<file path="config.mk">
export PLATFORM = sky130hd
export DESIGN_NAME = tmds_decoder
export DESIGN_NICKNAME = d
export VERILOG_FILES = /design/src/rtl/tmds_decoder.sv
export SDC_FILE = /design/constraint.sdc
export NUM_CORES = 1
export LEC_CHECK = 0
export CAP_MARGIN = 0
export CORE_ASPECT_RATIO = 1.5
export CORE_MARGIN = 4
export CORE_UTILIZATION = 57
export DETAILED_ROUTE_END_ITERATION = 12
export PLACE_DENSITY = 0.79
export SLEW_MARGIN = 5
export SYNTH_ARGS = -nofsm -noshare
export SYNTH_HDL_FRONTEND = slang
export SYNTH_SLANG_ARGS = --single-unit
</file>
<file path="constraint.sdc">
create_clock -name i_clk -period 5.9 [get_ports i_clk]
set_clock_uncertainty 0.05 [all_clocks]
set_input_delay 1.475 -clock i_clk [delete_from_list [all_inputs] [get_ports i_clk]]
set_output_delay 1.475 -clock i_clk [all_outputs]
set_load 0.03 [all_outputs]
</file>
<file path="src/rtl/tmds_decoder.sv">
// TMDS receive channel decoder: hunts for control tokens to find the word
// boundary, then decodes aligned 10-bit words to pixel bytes or control codes.
module tmds_decoder #(
    parameter int p_lock_tokens = 16,
    parameter int p_timeout     = 4096
) (
    input  logic       i_clk,
    input  logic       i_rst,
    input  logic [9:0] i_data,
    output logic [7:0] o_data,
    output logic [1:0] o_ctrl,
    output logic       o_blank,
    output logic       o_locked,
    output logic [3:0] o_offset
);
    localparam int tok_w  = $clog2(p_lock_tokens + 1);
    localparam int idle_w = $clog2(p_timeout + 1);
    localparam logic [tok_w-1:0]  tok_max  = tok_w'(p_lock_tokens);
    localparam logic [idle_w-1:0] idle_end = idle_w'(p_timeout - 1);

    typedef enum logic {SEARCH, LOCKED} state_t;

    state_t            state_q, state_d;
    logic [3:0]        offset_q, offset_d;
    logic [tok_w-1:0]  tok_cnt_q, tok_cnt_d;
    logic [idle_w-1:0] idle_cnt_q, idle_cnt_d;
    logic [9:0]        prev_q, prev_d;
    logic [9:0]        s1_word_q, s1_word_d;
    logic              s1_tok_q, s1_tok_d;
    logic [1:0]        s1_code_q, s1_code_d;
    logic [7:0]        data_q, data_d;
    logic [1:0]        ctrl_q, ctrl_d;
    logic              blank_q, blank_d;
    logic              locked_q, locked_d;

    logic [9:0] window;
    logic       win_tok;
    logic [1:0] win_code;
    logic [3:0] offset_next;
    logic       timeout;
    logic [7:0] d_word;
    logic [7:0] dec;

    // Bit j of {i_data, prev} is in arrival order, so shifting by the offset
    // brings the candidate word boundary to bit 0.
    always_comb begin
        window = 10'({i_data, prev_q} >> offset_q);
    end

    always_comb begin
        // NOTE: every combinational output gets a default first so no path
        // leaves it unassigned and infers a latch.
        win_tok  = 1'b1;
        win_code = 2'b00;
        case (window)
            10'h354: win_code = 2'b00;
            10'h0AB: win_code = 2'b01;
            10'h154: win_code = 2'b10;
            10'h2AB: win_code = 2'b11;
            default: win_tok  = 1'b0;
        endcase
    end

    always_comb begin
        offset_next = (offset_q == 4'd9) ? 4'd0 : offset_q + 4'd1;
        timeout     = !win_tok && (idle_cnt_q == idle_end);
        state_d     = state_q;
        offset_d    = offset_q;
        tok_cnt_d   = tok_cnt_q;
        idle_cnt_d  = idle_cnt_q;
        case (state_q)
            SEARCH: begin
                if (win_tok) begin
                    idle_cnt_d = '0;
                    tok_cnt_d  = (tok_cnt_q == tok_max) ? tok_cnt_q : tok_cnt_q + tok_w'(1);
                    if (tok_cnt_d == tok_max) state_d = LOCKED;
                end else if (timeout) begin
                    offset_d   = offset_next;
                    tok_cnt_d  = '0;
                    idle_cnt_d = '0;
                end else begin
                    tok_cnt_d  = '0;
                    idle_cnt_d = idle_cnt_q + idle_w'(1);
                end
            end
            LOCKED: begin
                if (win_tok) begin
                    idle_cnt_d = '0;
                end else if (timeout) begin
                    state_d    = SEARCH;
                    offset_d   = offset_next;
                    tok_cnt_d  = '0;
                    idle_cnt_d = '0;
                end else begin
                    idle_cnt_d = idle_cnt_q + idle_w'(1);
                end
            end
            default: state_d = SEARCH;
        endcase
    end

    always_comb begin
        prev_d    = i_data;
        s1_word_d = window;
        s1_tok_d  = win_tok;
        s1_code_d = win_code;
        locked_d  = (state_q == LOCKED);
    end

    // Undo the transmit-side conditional inversion, then the XOR/XNOR chain.
    always_comb begin
        d_word = s1_word_q[9] ? ~s1_word_q[7:0] : s1_word_q[7:0];
        dec    = '0;
        dec[0] = d_word[0];
        for (int i = 1; i < 8; i++) begin
            dec[i] = s1_word_q[8] ? (d_word[i] ^ d_word[i-1]) : ~(d_word[i] ^ d_word[i-1]);
        end
    end

    always_comb begin
        data_d  = 8'h00;
        ctrl_d  = ctrl_q;
        blank_d = 1'b1;
        if (state_q != LOCKED) begin
            ctrl_d = 2'b00;
        end else if (s1_tok_q) begin
            ctrl_d = s1_code_q;
        end else begin
            data_d  = dec;
            blank_d = 1'b0;
        end
    end

    always_ff @(posedge i_clk) begin
        // NOTE: sequential state uses non-blocking assignments so every flop
        // samples pre-edge values regardless of statement order.
        if (i_rst) begin
            state_q    <= SEARCH;
            offset_q   <= 4'd0;
            tok_cnt_q  <= '0;
            idle_cnt_q <= '0;
            prev_q     <= 10'h000;
            s1_word_q  <= 10'h000;
            s1_tok_q   <= 1'b0;
            s1_code_q  <= 2'b00;
            data_q     <= 8'h00;
            ctrl_q     <= 2'b00;
            blank_q    <= 1'b1;
            locked_q   <= 1'b0;
        end else begin
            state_q    <= state_d;
            offset_q   <= offset_d;
            tok_cnt_q  <= tok_cnt_d;
            idle_cnt_q <= idle_cnt_d;
            prev_q     <= prev_d;
            s1_word_q  <= s1_word_d;
            s1_tok_q   <= s1_tok_d;
            s1_code_q  <= s1_code_d;
            data_q     <= data_d;
            ctrl_q     <= ctrl_d;
            blank_q    <= blank_d;
            locked_q   <= locked_d;
        end
    end

    assign o_data   = data_q;
    assign o_ctrl   = ctrl_q;
    assign o_blank  = blank_q;
    assign o_locked = locked_q;
    assign o_offset = offset_q;

endmodule

</file>
# Word level (Yosys, flattened, before mapping)
# Index checks and enable logic that the tools add are counted.
# op_classes
n_reduce_logical	8
add_sub_neg	3
n_mux	24
bitwise	17
shift	1
n_eq_ne	10
# op_table
op	n
10-bit == test (second input constant)	2
5-bit 2-to-1 mux	4
20-bit by 4-bit >> shifter with 10-bit output	1
13-bit by 1-bit adder with 13-bit output (second input constant)	1
13-bit by 12-bit == test with 1-bit output (second input constant)	1
1-bit 2-to-1 mux	13
4-bit 2-to-1 mux	3
10-bit by 8-bit == test with 1-bit output (second input constant)	1
10-bit by 9-bit == test with 1-bit output (second input constant)	1
5-bit == test (second input constant)	2
5-bit case mux with 2 select lines	1
1-bit NOT	9
8-bit 2-to-1 mux	1
8-bit NOT	1
1-bit bitwise XOR	7
2-bit case mux with 3 select lines	1
3-bit OR reduction	2
5-bit by 1-bit adder with 5-bit output (second input constant)	1
4-bit by 1-bit adder with 4-bit output (second input constant)	1
4-bit == test (second input constant)	1
2-bit AND reduction	2
4-bit OR reduction	1
2-bit by 1-bit != test with 1-bit output (second input constant)	1
2-bit != test (second input constant)	1
4 further kinds	4
# word_totals
input_bits	12
elab_cells	75
register_bits	58

# Logic depth before layout (Yosys ltp)
# logic_depth
depth_word	9
ltp_mapped	11
mapped_depth_nobuf	8

# Least setup slack after synthesis
# OpenSTA, ideal clock, no wires.
# synth_timing
path_type	input to register
start	input port i_data[3]
end	register offset_q[2], in the netlist o_offset[2]
n_path_buf	0
cell_stages	7
t_required_ns	5.727
arrival_ns	3.606
setup_time_ns	0.123
slack_ns	2.120
cell_sequence	mux4_2 -> mux2_4 -> nor4_2 -> nand4_1 -> a2111oi_4 -> nor4b_1 -> mux2_1
# synth_between
elab_chain_cells	7
# synth_lines
element	line	rtl
from (decl)	9	input logic [9:0] i_data,
20-bit by 4-bit >> shifter with 10-bit output *	47	window = 10'({i_data, prev_q} >> offset_q);
10-bit == test, or another cell as far along	55	case (window)
4-bit OR reduction (no line) *	--	
1-bit 2-to-1 mux *	55	
1-bit zero test	66	timeout = !win_tok && (idle_cnt_q == idle_end);
1-bit logical AND	66	
2-bit AND reduction (no line) *	--	
to (signal assigned)	152	offset_q <= offset_d;
to (decl)	24	logic [3:0] offset_q, offset_d;
# Every way passes the cells marked *; elsewhere a longest branch is shown, timed or not.
# A chain may end at the register's enable or synchronous reset.

# Final worst setup path
# layout_timing
start	input port i_data[1]
end	register offset_q[2], in the netlist o_offset[2]
# The elaborated chain is that of the path after synthesis.

==> impl_metrics.tcl <==
set metrics [dict create \
    outcome "finished, final reports clean" \
    grt_setup_unrepaired "no" \
    remaining_drc_errors 0 \
    tritoncts "done" \
    grt_pass1_wl_um 10700 \
    synth_area_sq_um 3150 \
    final_nets 361 \
    p_leak_nw 1.27 \
    crit_required_ns 6.07 \
    clock_sinks 58 \
    cts_max_level 3 \
    seq_area_frac_synth_pct 36.9 \
    timing.rr.end "o_offset[2]" \
    cts.repair.resized 0 \
    path_cells "clkdlybuf4s50_1, mux4_2, mux2_4, nor4_2, nand4_1, a2111oi_4, nor4b_1, mux2_1" \
    grt_antenna_before_repair 0 \
    die_y_um 99.0 \
    worstPathMaxFanout 17 \
    slowest_stage "a2111oi_4" \
    vias 2503 \
    syn-num-nets 341 \
    area_growth_pct 14.8 \
    core_sq_um 5250 \
    dieWidth_um 68.7 \
    min_path_cells 2 \
    gp_congestion 0.830 \
    min_period_over_period_pct 75.6 \
    crit_arrival_ns 4.63 \
    fin_area_sq_um 3620 \
    hold_path.startpoint "s1_code_q[0]" \
    grtUsageTotal_pct 20.2 \
    fmax_mhz 224 \
    ys_warn_count 0 \
    finalWirelength_um 6130 \
    numCtsBuffers 9 \
    hold_buffers 0 \
    async_flop_share_pct 0 \
    regToRegStartpoint "o_offset[1]" \
    drv_slew 0 \
    io_pins 28 \
    grt_max_degree 35 \
    crit_path_end_kind "flop" \
    worstSetupStartpoint "i_data[1]" \
    holdPathEnd "o_ctrl[0]" \
    ys_ff_latch 58 \
    setup_viol 0 \
    synth_most_common_cell "dfxtp_1" \
    io_buffers 27 \
    synth_cells 326 \
    period_needed_ns 4.46 \
    synth_top_area_share_pct 36.9 \
    dieArea_sq_um 6800 \
    diodes 0 \
    insertion_delay_ns 0.33 \
    synth_ff_type "dfxtp_1" \
    rrSetupSlack_ns 2.01 \
    start_util_pct 60.0 \
    cts_setup_buffers 0 \
    final_hold_viol_count 0 \
    yosys.area.top_type "dfxtp_1" \
    p_per_area_nw_per_um2 231 \
    cp_slowest_stage_delay_ns 0.89 \
    drt-initial-drc-count 138 \
    cp-start-kind "input pin" \
    rows 32 \
    hold_class "reg -> reg" \
    critPathTopFamily "multiplexers" \
    ant_nets 0 \
    synth_edf_count 0 \
    ys_top_cells_by_area "dfxtp_1 37%, mux4_2 11%, xnor2_1 4.7%, nor2_1 3.7%, mux2i_1 3.2%" \
    clockBufferDepth 2 \
    drt_first_pass_iters 4 \
    path_buf_inv 1 \
    overflow 0 \
    clockRootBuffer "clkbuf_8" \
    path_class "in -> reg" \
    drive_gt1_share_pct 13.7 \
    synthTopCellsByCount "58 x dfxtp_1, 31 x nor2_1, 20 x nand2_1, 18 x nor3_1, 17 x xnor2_1" \
    maxSlewHeadroom_pct 35.4 \
    place_area_sq_um 3410 \
    r2r_cells 8 \
    avgSynthCellArea_sq_um 9.66 \
    worstMarginPinSlew_ns 0.957 \
    avgViaCountPerCell 5.99 \
    synth.distinct_cells 57 \
    irDropWorstVdd_uv 154 \
    cts.clk_slew.worst_paths_ns 0.06 \
    wl_per_cell_um 14.7 \
    drv_cap 0 \
    finalSetupTns_ns 0 \
    grt_pass1_vias 2495 \
    dp_hpwl_um 4440 \
]
==> metal layers <==
layer | global-route usage [%] | routed length [um] | share of wire, % | vias to the layer above
li1 | - | - | - | 1218
met1 | 23.1 | 2530 | 41 | 1209
met2 | 34.0 | 3200 | 52 | 63
met3 | 4.79 | 275 | 4.5 | 13
met4 | 9.61 | 123 | 2.0 | 0
met5 | 0 | 0 | 0 | -
==> worst max-delay path by stage <==
| stage | endpoint | slack (ns) | cells past startpoint |
|---|---|---|---|
| 6_report | o_offset[2] | 1.44 | 8 |
| 5_1_grt | o_offset[2] | 1.24 | 8 |
| 4_1_cts | o_offset[2] | 1.45 | 8 |
| 3_5_place_dp | o_offset[2] | 1.11 | 8 |
| 3_3_place_gp | o_offset[2] | 1.16 | 8 |
| 2_1_floorplan | o_offset[2] | 2.12 | 7 |
==> cell usage in the layout, fill, tap and decap left out, types with 4 or more instances in the layout <==
master           netlist  layout
nor2b_1               15      15
nor2_1                31      31
and2_1                 8       8
mux4_2                15      15
mux2i_1               10      10
nor3_1                18      18
mux2_2                 7       7
nand2_1               20      20
nand4_1                5       5
xnor2_1               17      17
nand3_1                7       7
a21oi_1               14      14
nand2b_1               7       7
a31oi_1                4       4
xor2_1                 6       6
clkdlybuf4s50_1        0      27
o22ai_1                4       4
o31ai_1                4       4
and3_1                 5       5
or2_2                  4       4
dfxtp_1               58      58
inv_1                  6       6
clkbuf_8               0      12
==> cells by family (layout without fill, tap and decap cells) <==
family,Yosys count,after routing,synth area share (%)
AND/OR/NAND/NOR,135,135,22.8
flip-flops,58,58,36.9
AO/OA/AOI/OAI,44,44,10.1
multiplexers,35,35,18.1
buffers and inverters,28,52,4.49
XOR/XNOR,23,23,6.40
adder cells (fa/ha/maj),3,3,1.19
==> state kept, by name (all words and copies together) (netlist names) <==
signal,cells
idle_cnt_q,13
o_data,8
s1_tok_q,1
s1_code_q,2
o_ctrl,2
prev_q,10
o_offset,4
o_blank,1
tok_cnt_q,5
locked_d,1
s1_word_q,10
o_locked,1
==> final cells by class <==
| class | count | area (sq um) |
|---|---|---|
| Multi-Input combinational cell | 240 | 1850 |
| Fill cell | 408 | 1630 |
| Sequential cell | 58 | 1160 |
| Timing Repair Buffer | 30 | 293 |
| Clock buffer | 13 | 169 |
| Tap cell | 68 | 85.1 |
| Clock inverter | 2 | 35.0 |
| Inverter | 7 | 26.3 |
==> tightest hold or removal path: cells and delay by family, from the launching register on <==
kind / cells / cell delay, ns
simple gates: 1 / 0.09
mux: 1 / 0.06
flops: 1 / 0.30
==> report_power, final <==
part / switching [mW] / internal, mW / leakage (nW)
Combinational: 0.0279 / 0.0313 / 0.693
Sequential: 0.00670 / 0.400 / 0.472
Clock: 0.141 / 0.227 / 0.106
Total: 0.176 / 0.658 / 1.27
==> stage by stage <==
stage               worst slack, ns  total power [mW]  std cells  utilization, %  hold WS [ns]
floorplan                      2.12             0.455        326               -         0.390
global placement               1.16             0.472        403            65.1         0.397
detailed placement             1.11             0.474        403            65.1         0.421
CTS                            1.45             0.844        418            68.9         0.435
global route                   1.24             0.863        418            68.9         0.468
finish                         1.44             0.834        418            68.9         0.430
No activity file was read; power rests on OpenSTA's default activity.
